$ cat src/rtl/io_ctrl_pkg.sv
// io_ctrl_pkg: opcodes and FSM states shared by the IO controller files
package io_ctrl_pkg;
  localparam logic [5:0] OP_IN  = 6'b011101;
  localparam logic [5:0] OP_OUT = 6'b100000;
  localparam logic [5:0] OP_HLT = 6'b011100;
  typedef enum logic [1:0] {IDLE, IN_WAIT, IN_DONE, HALT} state_t;
endpackage

$ cat src/rtl/io_debounce.sv
// io_debounce: confirm conditioning (sync, optional IO_CTRL_DEBOUNCE_EN counter) and press pulse
module io_debounce #(
  parameter int DEBOUNCE_CYCLES = 50000
) (
  input  logic clock,
  input  logic reset,
  input  logic btn,
  output logic press
);
  logic sync1_q, sync2_q, prev_q, level;
  if (DEBOUNCE_CYCLES < 1) begin : g_bad_cfg
    $error("io_debounce: DEBOUNCE_CYCLES must be at least 1");
  end
  // two-flop synchroniser for the raw button, plus last conditioned level for edge detect
  always_ff @(posedge clock or negedge reset) begin
    if (!reset) begin
      sync1_q <= 1'b0;
      sync2_q <= 1'b0;
      prev_q  <= 1'b0;
    end else begin
      sync1_q <= btn;
      sync2_q <= sync1_q;
      prev_q  <= level;
    end
  end
`ifdef IO_CTRL_DEBOUNCE_EN
  localparam int CNT_W = $clog2(DEBOUNCE_CYCLES + 1);
  logic [CNT_W-1:0] cnt_q, cnt_d;
  logic level_q, level_d;
  // count consecutive samples that disagree with the level; flip once enough accumulate
  always_comb begin
    cnt_d   = (sync2_q == level_q) ? '0 : cnt_q + 1'b1;
    level_d = level_q;
    if (sync2_q != level_q && cnt_q == CNT_W'(DEBOUNCE_CYCLES - 1)) begin
      level_d = sync2_q;
      cnt_d   = '0;
    end
  end
  // debounce counter and filtered level
  always_ff @(posedge clock or negedge reset) begin
    if (!reset) begin
      cnt_q   <= '0;
      level_q <= 1'b0;
    end else begin
      cnt_q   <= cnt_d;
      level_q <= level_d;
    end
  end
  assign level = level_q;
`else
  assign level = sync2_q;
`endif
  assign press = level & ~prev_q;
endmodule

$ cat src/rtl/io_controller.sv
// io_controller: CPU IN/OUT/HLT handler with stall, display channels and LEDs (IO_CTRL_DEBOUNCE_EN adds button debounce)
module io_controller #(
  parameter int DATA_W          = 32,
  parameter int SW_W            = 16,
  parameter int NUM_OUT         = 4,
  parameter int DEBOUNCE_CYCLES = 50000,
  localparam int CH_W           = (NUM_OUT > 1) ? $clog2(NUM_OUT) : 1
) (
  input  logic                      clock,
  input  logic                      reset,
  input  logic [5:0]                operation,
  input  logic [CH_W-1:0]           channel,
  input  logic [SW_W-1:0]           switches,
  input  logic                      confirm,
  input  logic [DATA_W-1:0]         IO_RAMOutput,
  output logic                      stall,
  output logic [DATA_W-1:0]         in_data,
  output logic                      in_valid,
  output logic [NUM_OUT*DATA_W-1:0] display,
  output logic [NUM_OUT-1:0]        negLED,
  output logic                      inLED,
  output logic                      outLED,
  output logic                      haltLED
);
  import io_ctrl_pkg::*;
  state_t state_q, state_d;
  logic [DATA_W-1:0] in_data_q, in_data_d;
  logic [NUM_OUT-1:0][DATA_W-1:0] disp_q, disp_d;
  logic [NUM_OUT-1:0] neg_q, neg_d;
  logic out_led_q, out_led_d;
  logic press, out_hit;
  io_debounce #(.DEBOUNCE_CYCLES(DEBOUNCE_CYCLES)) u_debounce (
    .clock (clock),
    .reset (reset),
    .btn   (confirm),
    .press (press)
  );
  // next state, input capture and display update; presses outside IN_WAIT fall through unused
  always_comb begin
    state_d   = state_q;
    in_data_d = in_data_q;
    disp_d    = disp_q;
    neg_d     = neg_q;
    out_led_d = 1'b0;
    out_hit   = state_q == IDLE && operation == OP_OUT && 32'(channel) < NUM_OUT;
    case (state_q)
      IDLE:    state_d = (operation == OP_IN) ? IN_WAIT : (operation == OP_HLT) ? HALT : IDLE;
      IN_WAIT: begin
        state_d   = press ? IN_DONE : IN_WAIT;
        in_data_d = press ? DATA_W'(switches) : in_data_q;
      end
      IN_DONE: state_d = IDLE;
      default: state_d = HALT;
    endcase
    if (out_hit) begin
      disp_d[channel] = IO_RAMOutput[DATA_W-1] ? -IO_RAMOutput : IO_RAMOutput;
      neg_d[channel]  = IO_RAMOutput[DATA_W-1];
      out_led_d       = 1'b1;
    end
  end
  // state and datapath registers
  always_ff @(posedge clock or negedge reset) begin
    if (!reset) begin
      state_q   <= IDLE;
      in_data_q <= '0;
      disp_q    <= '0;
      neg_q     <= '0;
      out_led_q <= 1'b0;
    end else begin
      state_q   <= state_d;
      in_data_q <= in_data_d;
      disp_q    <= disp_d;
      neg_q     <= neg_d;
      out_led_q <= out_led_d;
    end
  end
  assign stall    = reset && ((state_q == IDLE && operation == OP_IN) || state_q == IN_WAIT || state_q == HALT);
  assign in_valid = state_q == IN_DONE;
  assign in_data  = in_data_q;
  assign display  = disp_q;
  assign negLED   = neg_q;
  assign inLED    = state_q == IN_WAIT || state_q == HALT;
  assign haltLED  = state_q == HALT;
  assign outLED   = out_led_q || state_q == HALT;
endmodule

$ cat config.mk
export PLATFORM = sky130hd
export DESIGN_NAME = io_controller
export DESIGN_NICKNAME = d
export VERILOG_FILES = /design/src/rtl/io_ctrl_pkg.sv /design/src/rtl/io_debounce.sv /design/src/rtl/io_controller.sv
export SDC_FILE = /design/constraint.sdc
export NUM_CORES = 1
export LEC_CHECK = 0
export ABC_AREA = 1
export BUFFER_PORTS_ARGS = -buffer_cell sky130_fd_sc_hd__buf_2
export CAP_MARGIN = 10
export CORE_MARGIN = 4
export CORE_UTILIZATION = 24
export CTS_CLUSTER_DIAMETER = 100
export DETAILED_ROUTE_END_ITERATION = 8
export GPL_TIMING_DRIVEN = 0
export HOLD_SLACK_MARGIN = 0.08
export PLACE_DENSITY = 0.48
export REMOVE_ABC_BUFFERS = 1
export SYNTH_ARGS = -nofsm -noshare
export SYNTH_HDL_FRONTEND = slang
export SYNTH_SLANG_ARGS = --single-unit
$ cat constraint.sdc
create_clock -name clock -period 3.34 [get_ports clock]
set_input_delay 0.668 -clock clock [delete_from_list [all_inputs] [get_ports clock]]
set_output_delay 0.668 -clock clock [all_outputs]
set_load 0.02 [all_outputs]
* After elaboration in Yosys (flattened, before gate mapping)
Index checks and enable logic that the tools add are counted.
** Cells by class
- Add/sub/neg operators :: 1
- Muxes and demuxes :: 12
- Equal/unequal tests :: 6
- Magnitude comparators :: 2
- Reductions and logical operators :: 10
- Bitwise operators :: 2
** Operator list (number)
- bitwise mux 128 bit :: 1
- demux 32 bit (select 2 bit) :: 1
- 2-to-1 mux 32 bit :: 2
- negation 32 bit :: 1
- == test 6 x 5 -> 1 bit, second input constant :: 2
- == test 6 bit, second input constant :: 1
- 2-to-1 mux 2 bit :: 3
- case mux 2 bit (3 select lines) :: 1
- bitwise mux 4 bit :: 1
- == test 2 bit, second input constant :: 2
- logical AND 1 bit :: 4
- logical OR 1 bit :: 4
- less-than comparator 2 x 3 -> 1 bit, second input constant :: 1
- demux 1 bit (select 2 bit) :: 1
- == test 2 x 1 -> 1 bit, second input constant :: 1
- >= comparator 2 x 1 -> 1 bit, second input constant :: 1
- zero test 2 bit :: 1
- 2-to-1 mux 1 bit :: 2
- AND reduction 2 bit :: 1
- AND 1 bit :: 1
- NOT 1 bit :: 1
** Storage, ports and cells
- Logic and storage cells :: 44
- Register bits :: 154
- Output and inout bits :: 169

* Longest topological paths before layout
- Word-level depth :: 5
- Mapped depth :: 13
- Gate-level depth less buffers :: 13

* Hierarchy
From an unflattened synthesis, not the netlist that was laid out.
** Second synthesis, totals
- Cell total of the unflattened synthesis :: 809
- Area total of the unflattened synthesis :: 6849.1 um2
** Modules (own cells, without submodules)
- io_controller :: cells each 804, area each 6764.0 um2, times used 1
- io_debounce :: cells each 5, area each 85.1 um2, times used 1

* Least setup slack after synthesis
Ideal clock, no wire load.
- Kind :: input to output
- From :: input port operation[4]
- To :: output port stall
- Stages on the path :: 4
- Buffers on the path :: 0
- Setup slack :: 1.154 ns
- Required time :: 2.672 ns
- Arrival time :: 1.518 ns
- Cells stage by stage :: inv_1 > nor3_1 > nand3_1 > a21boi_0
** On the way
- Word-level cells in the longest chain between the ends :: 5
** Ends and longest elaborated chain
- start, declared :: RTL line io_controller.sv:11 : input logic [5:0] operation,
- == test 6 x 5 -> 1 bit :: RTL line io_controller.sv:77 : assign stall = reset && ((state_q == IDLE && operation == OP_IN) || state_q == IN_WAIT || state_q == HALT);
- logical AND 1 bit :: RTL line io_controller.sv:77
- logical OR 1 bit (2 in a row) :: RTL line io_controller.sv:77
- logical AND 1 bit :: RTL line io_controller.sv:77
- end, declared :: RTL line io_controller.sv:16 : output logic stall,
Every way passes these cells.

* Worst setup path in the final report
- From :: register state_q[0]
- To :: register neg_q[1], in the netlist negLED[1]
** On the way
- Word-level cells in the longest chain between the ends :: 2
** Ends and longest elaborated chain
- start, declared :: RTL line io_controller.sv:26 : state_t state_q, state_d;
- start signal, assigned :: RTL line io_controller.sv:70 : state_q <= state_d;
- zero test 2 bit :: RTL line io_controller.sv:45 : out_hit = state_q == IDLE && operation == OP_OUT && 32'(channel) < NUM_OUT;
- logical AND 1 bit :: RTL line io_controller.sv:45
- named net out_hit :: RTL line io_controller.sv:31 : logic press, out_hit;
- end signal, assigned :: RTL line io_controller.sv:73 : neg_q <= neg_d;
- end, declared :: RTL line io_controller.sv:29 : logic [NUM_OUT-1:0] neg_q, neg_d;
The timed path passes the listed nets, and every way through them passes these cells.
A chain may end at the register's enable or synchronous reset.

==> results.md <==
- Yosys cell types: 30
- Worst R2R Setup Slack: 0.56 ns
- Final worst clock skew: 0.0108 ns
- Worst Path Arrival: 3.09 ns
- Main combinational cell family by area after synthesis: simple AND/OR/NAND/NOR gates
- Worst setup SP type: flip-flop
- Total power: 0.00428 W
- PortBufs: 211
- Syn Area/Cell: 8.38 um^2
- Wl on met1: 9860 um
- Simple-Gate Fraction of Synth Area: 27.0%
- Die width: 177 um
- Setup slack after layout: 0.560 ns
- Vias: 5821
- Share of layout cells above drive strength 1: 26.8%
- CP Data Required Time: 3.65 ns
- Final core utilization: 31.8%
- Hold Buf Count CTS: 0
- Vias in the first global route: 5819
- Post-synthesis mux area share: 2.64%
- Core region area: 27900 um^2
- Period utilization: 83.2%
- Routed WL: 21900 um
- Clock sinks: 154
- Post-Syn Area: 6820 um^2
- Initial antenna violation count: 9
- I/O Pins: 228
- Site Rows: 61
- DR WL met3: 1070 um
- Gr usage total: 14.2%
- Clock transition at path regs: 0.07 ns
- Post-synthesis register bit count: 154
- Worst slew margin: 34.2%
- Height of the chip: 177 um
- Post-Synth XOR/XNOR Area: 1.16%
- MaxCap Viol Count: 0
- Final ANT Viol Nets: 0
- DP HPWL: 15800 um
- Fill cell count: 3083
- Adder-cell share of the synthesized area: 0.183%
- Vias per inst: 4.13
- Run status: finished clean
- Placed insts: 1374
- Initial core utilization: 24.4%
- Final Hold Vio Count: 0
- Leakage: 5.03 nW
- Cells after Synth: 814
- Slew @ Worst Pin: 0.983 ns
- Wire length on met2: 10600 um
- Sequential share of the synthesized area: 56.5%
- Post-route cell area: 8880 um^2
- NumNets Final: 1075
- Max VDD drop: 0.303 mV
- Crit. End Element: flip-flop
- Slew Viols, Final: 0
- Crit path kind: flip-flop to flip-flop
- Dpl cell area: 8230 um^2
- CTS tree: built
- RePlAce Congestion: 0.872
- Dpl ws: 0.148 ns
- DIE AREA: 31200 um^2
- Mean routed wirelength per cell: 15.5 um
- Hold crit path type: primary input to asynchronous set/reset pin
- Setup repair bufs after CTS: 0
- Root Buffer: clkbuf_16
- H-tree depth: 4
- Final setup viols: 0
- CTS buffer count: 17
- Fmax: 360 MHz
- Warnings, synthesis: 0
- Clock Tree Buf Depth: 2
- DR top layer: met5
- # DRC: 0
- Synth Area in Compound Gates: 5.76%
- Area growth, synth to finish: 30.1%
- Cell Count, Final, Fillers Out: 1410
- Total congestion overflow: 0
- Initial DRT Pass Iterations: 4
- PostCTS Resize Cnt: 0
- Drt first-iter violations: 298
- Final min period: 2.78 ns
- Pwr dens: 482 nW/um^2
- Reg2Reg Depth: 7
- Largest net degree at the start of global routing: 113
- RSZ-0062 raised after global routing: false
- Global-route wire length before repair: 34300 um
- Crit-path max FO: 49
- Clock Latency Late Sink: 0.42 ns
## through the flow
step / TNS, ns / hold WS (ns)
floorplan: 0 / 0.331
global placement: -167.09 / 0.333
detailed placement: 0 / 0.348
CTS: 0 / 0.119
global route: 0 / 0.133
finish: 0 / 0.128
## state kept, by name, indices dropped and copies added (netlist names)
register	flops
display	128
in_data	16
negLED	4
state_q	2
out_led_q	1
u_debounce.level	1
u_debounce.prev_q	1
u_debounce.sync1_q	1
## cells in the final DEF (no fill, tap or decap), types with 7 or more instances in the layout
master	Yosys	routed
buf_2	10	210
conb_1	1	16
nand2_1	344	344
dfrtp_1	154	154
clkbuf_16	0	17
nor2_1	48	47
xor2_1	7	7
inv_1	48	48
mux2_2	16	16
o21ai_0	63	63
nand3_1	48	47
## Yosys cell counts
library cell | count | area (um^2)
buf_6 | 2 | 22.5
nor2_4 | 1 | 11.3
buf_4 | 16 | 120
mux2_2 | 16 | 180
o21bai_1 | 1 | 7.51
conb_1 | 1 | 3.75
a21boi_0 | 1 | 7.51
nor2_1 | 48 | 180
or2_2 | 2 | 12.5
inv_1 | 48 | 180
a21oi_1 | 1 | 5.00
nand4_1 | 4 | 25.0
o211ai_1 | 1 | 7.51
buf_2 | 10 | 50.1
nand3_1 | 48 | 240
ha_1 | 1 | 12.5
nor2_2 | 1 | 6.26
nor3_4 | 2 | 32.5
nand2_1 | 344 | 1290
inv_2 | 5 | 18.8
o21ai_1 | 5 | 25.0
o21ai_0 | 63 | 315
a31oi_1 | 4 | 25.0
dfrtp_1 | 154 | 3850
xnor2_1 | 2 | 17.5
clkbuf_1 | 17 | 63.8
buf_1 | 2 | 7.51
nor3_1 | 5 | 25.0
xor2_1 | 7 | 61.3
nand3b_1 | 2 | 15.0
## layout make-up
type,instances,area (um^2),area share [%]
antenna,4,10.0,0.113
tap,378,473,5.33
multi-input combinational,575,2570,29.0
inverter,53,199,2.24
timing repair buffer,214,1130,12.7
clock inverter,13,189,2.13
clock buffer,19,453,5.10
sequential,154,3850,43.4
## power breakdown
| part | internal, W | leakage, nW | switching (W) | total [W] |
|---|---|---|---|---|
| Sequential | 0.00188 | 2.10 | 0.00000471 | 0.00188 |
| Combinational | 0.0000751 | 2.62 | 0.000193 | 0.000269 |
| Clock | 0.00130 | 0.310 | 0.000831 | 0.00213 |
| Total | 0.00325 | 5.03 | 0.00103 | 0.00428 |
## worst paths after layout
path                                                    from                          to
max in group asynchronous                              reset     display[22]$_DFFE_PN0P_
min in group clock              u_debounce.sync1_q$_DFF_PN0_  u_debounce.level$_DFF_PN0_
worst max register to register          state_q[0]$_DFF_PN0_       negLED[1]$_DFFE_PN0P_
worst max-delay path                    state_q[0]$_DFF_PN0_       negLED[1]$_DFFE_PN0P_
worst min register to register  u_debounce.sync1_q$_DFF_PN0_  u_debounce.level$_DFF_PN0_
worst min-delay path                                   reset     display[96]$_DFFE_PN0P_
## worst max-delay path, stage by stage (launching register included)
cell	delay, ns
dfrtp_1	0.44
inv_2	0.08
nand4_1	0.14
nor2_4	0.16
inv_2	0.08
nor3_4	0.75
inv_2	0.67
o21ai_0	0.35
## logic make-up (layout without fill, tap and decap cells)
logic type,count (synthesis),in the layout
AND/OR/NAND/NOR,457,457
flip-flops,154,154
buffers and inverters,100,299
AO/OA/AOI/OAI,76,76
multiplexers,16,16
XOR/XNOR,9,9
adder cells (fa/ha/maj),1,1
other,1,20
## per-layer routing
layer  GRT usage (%)  vias up
met5               0        -
met4            4.45       10
met3            3.29       24
met2            23.8      127
met1            18.3     2720
li1                -     2940
(Power assumes the default switching activity.)
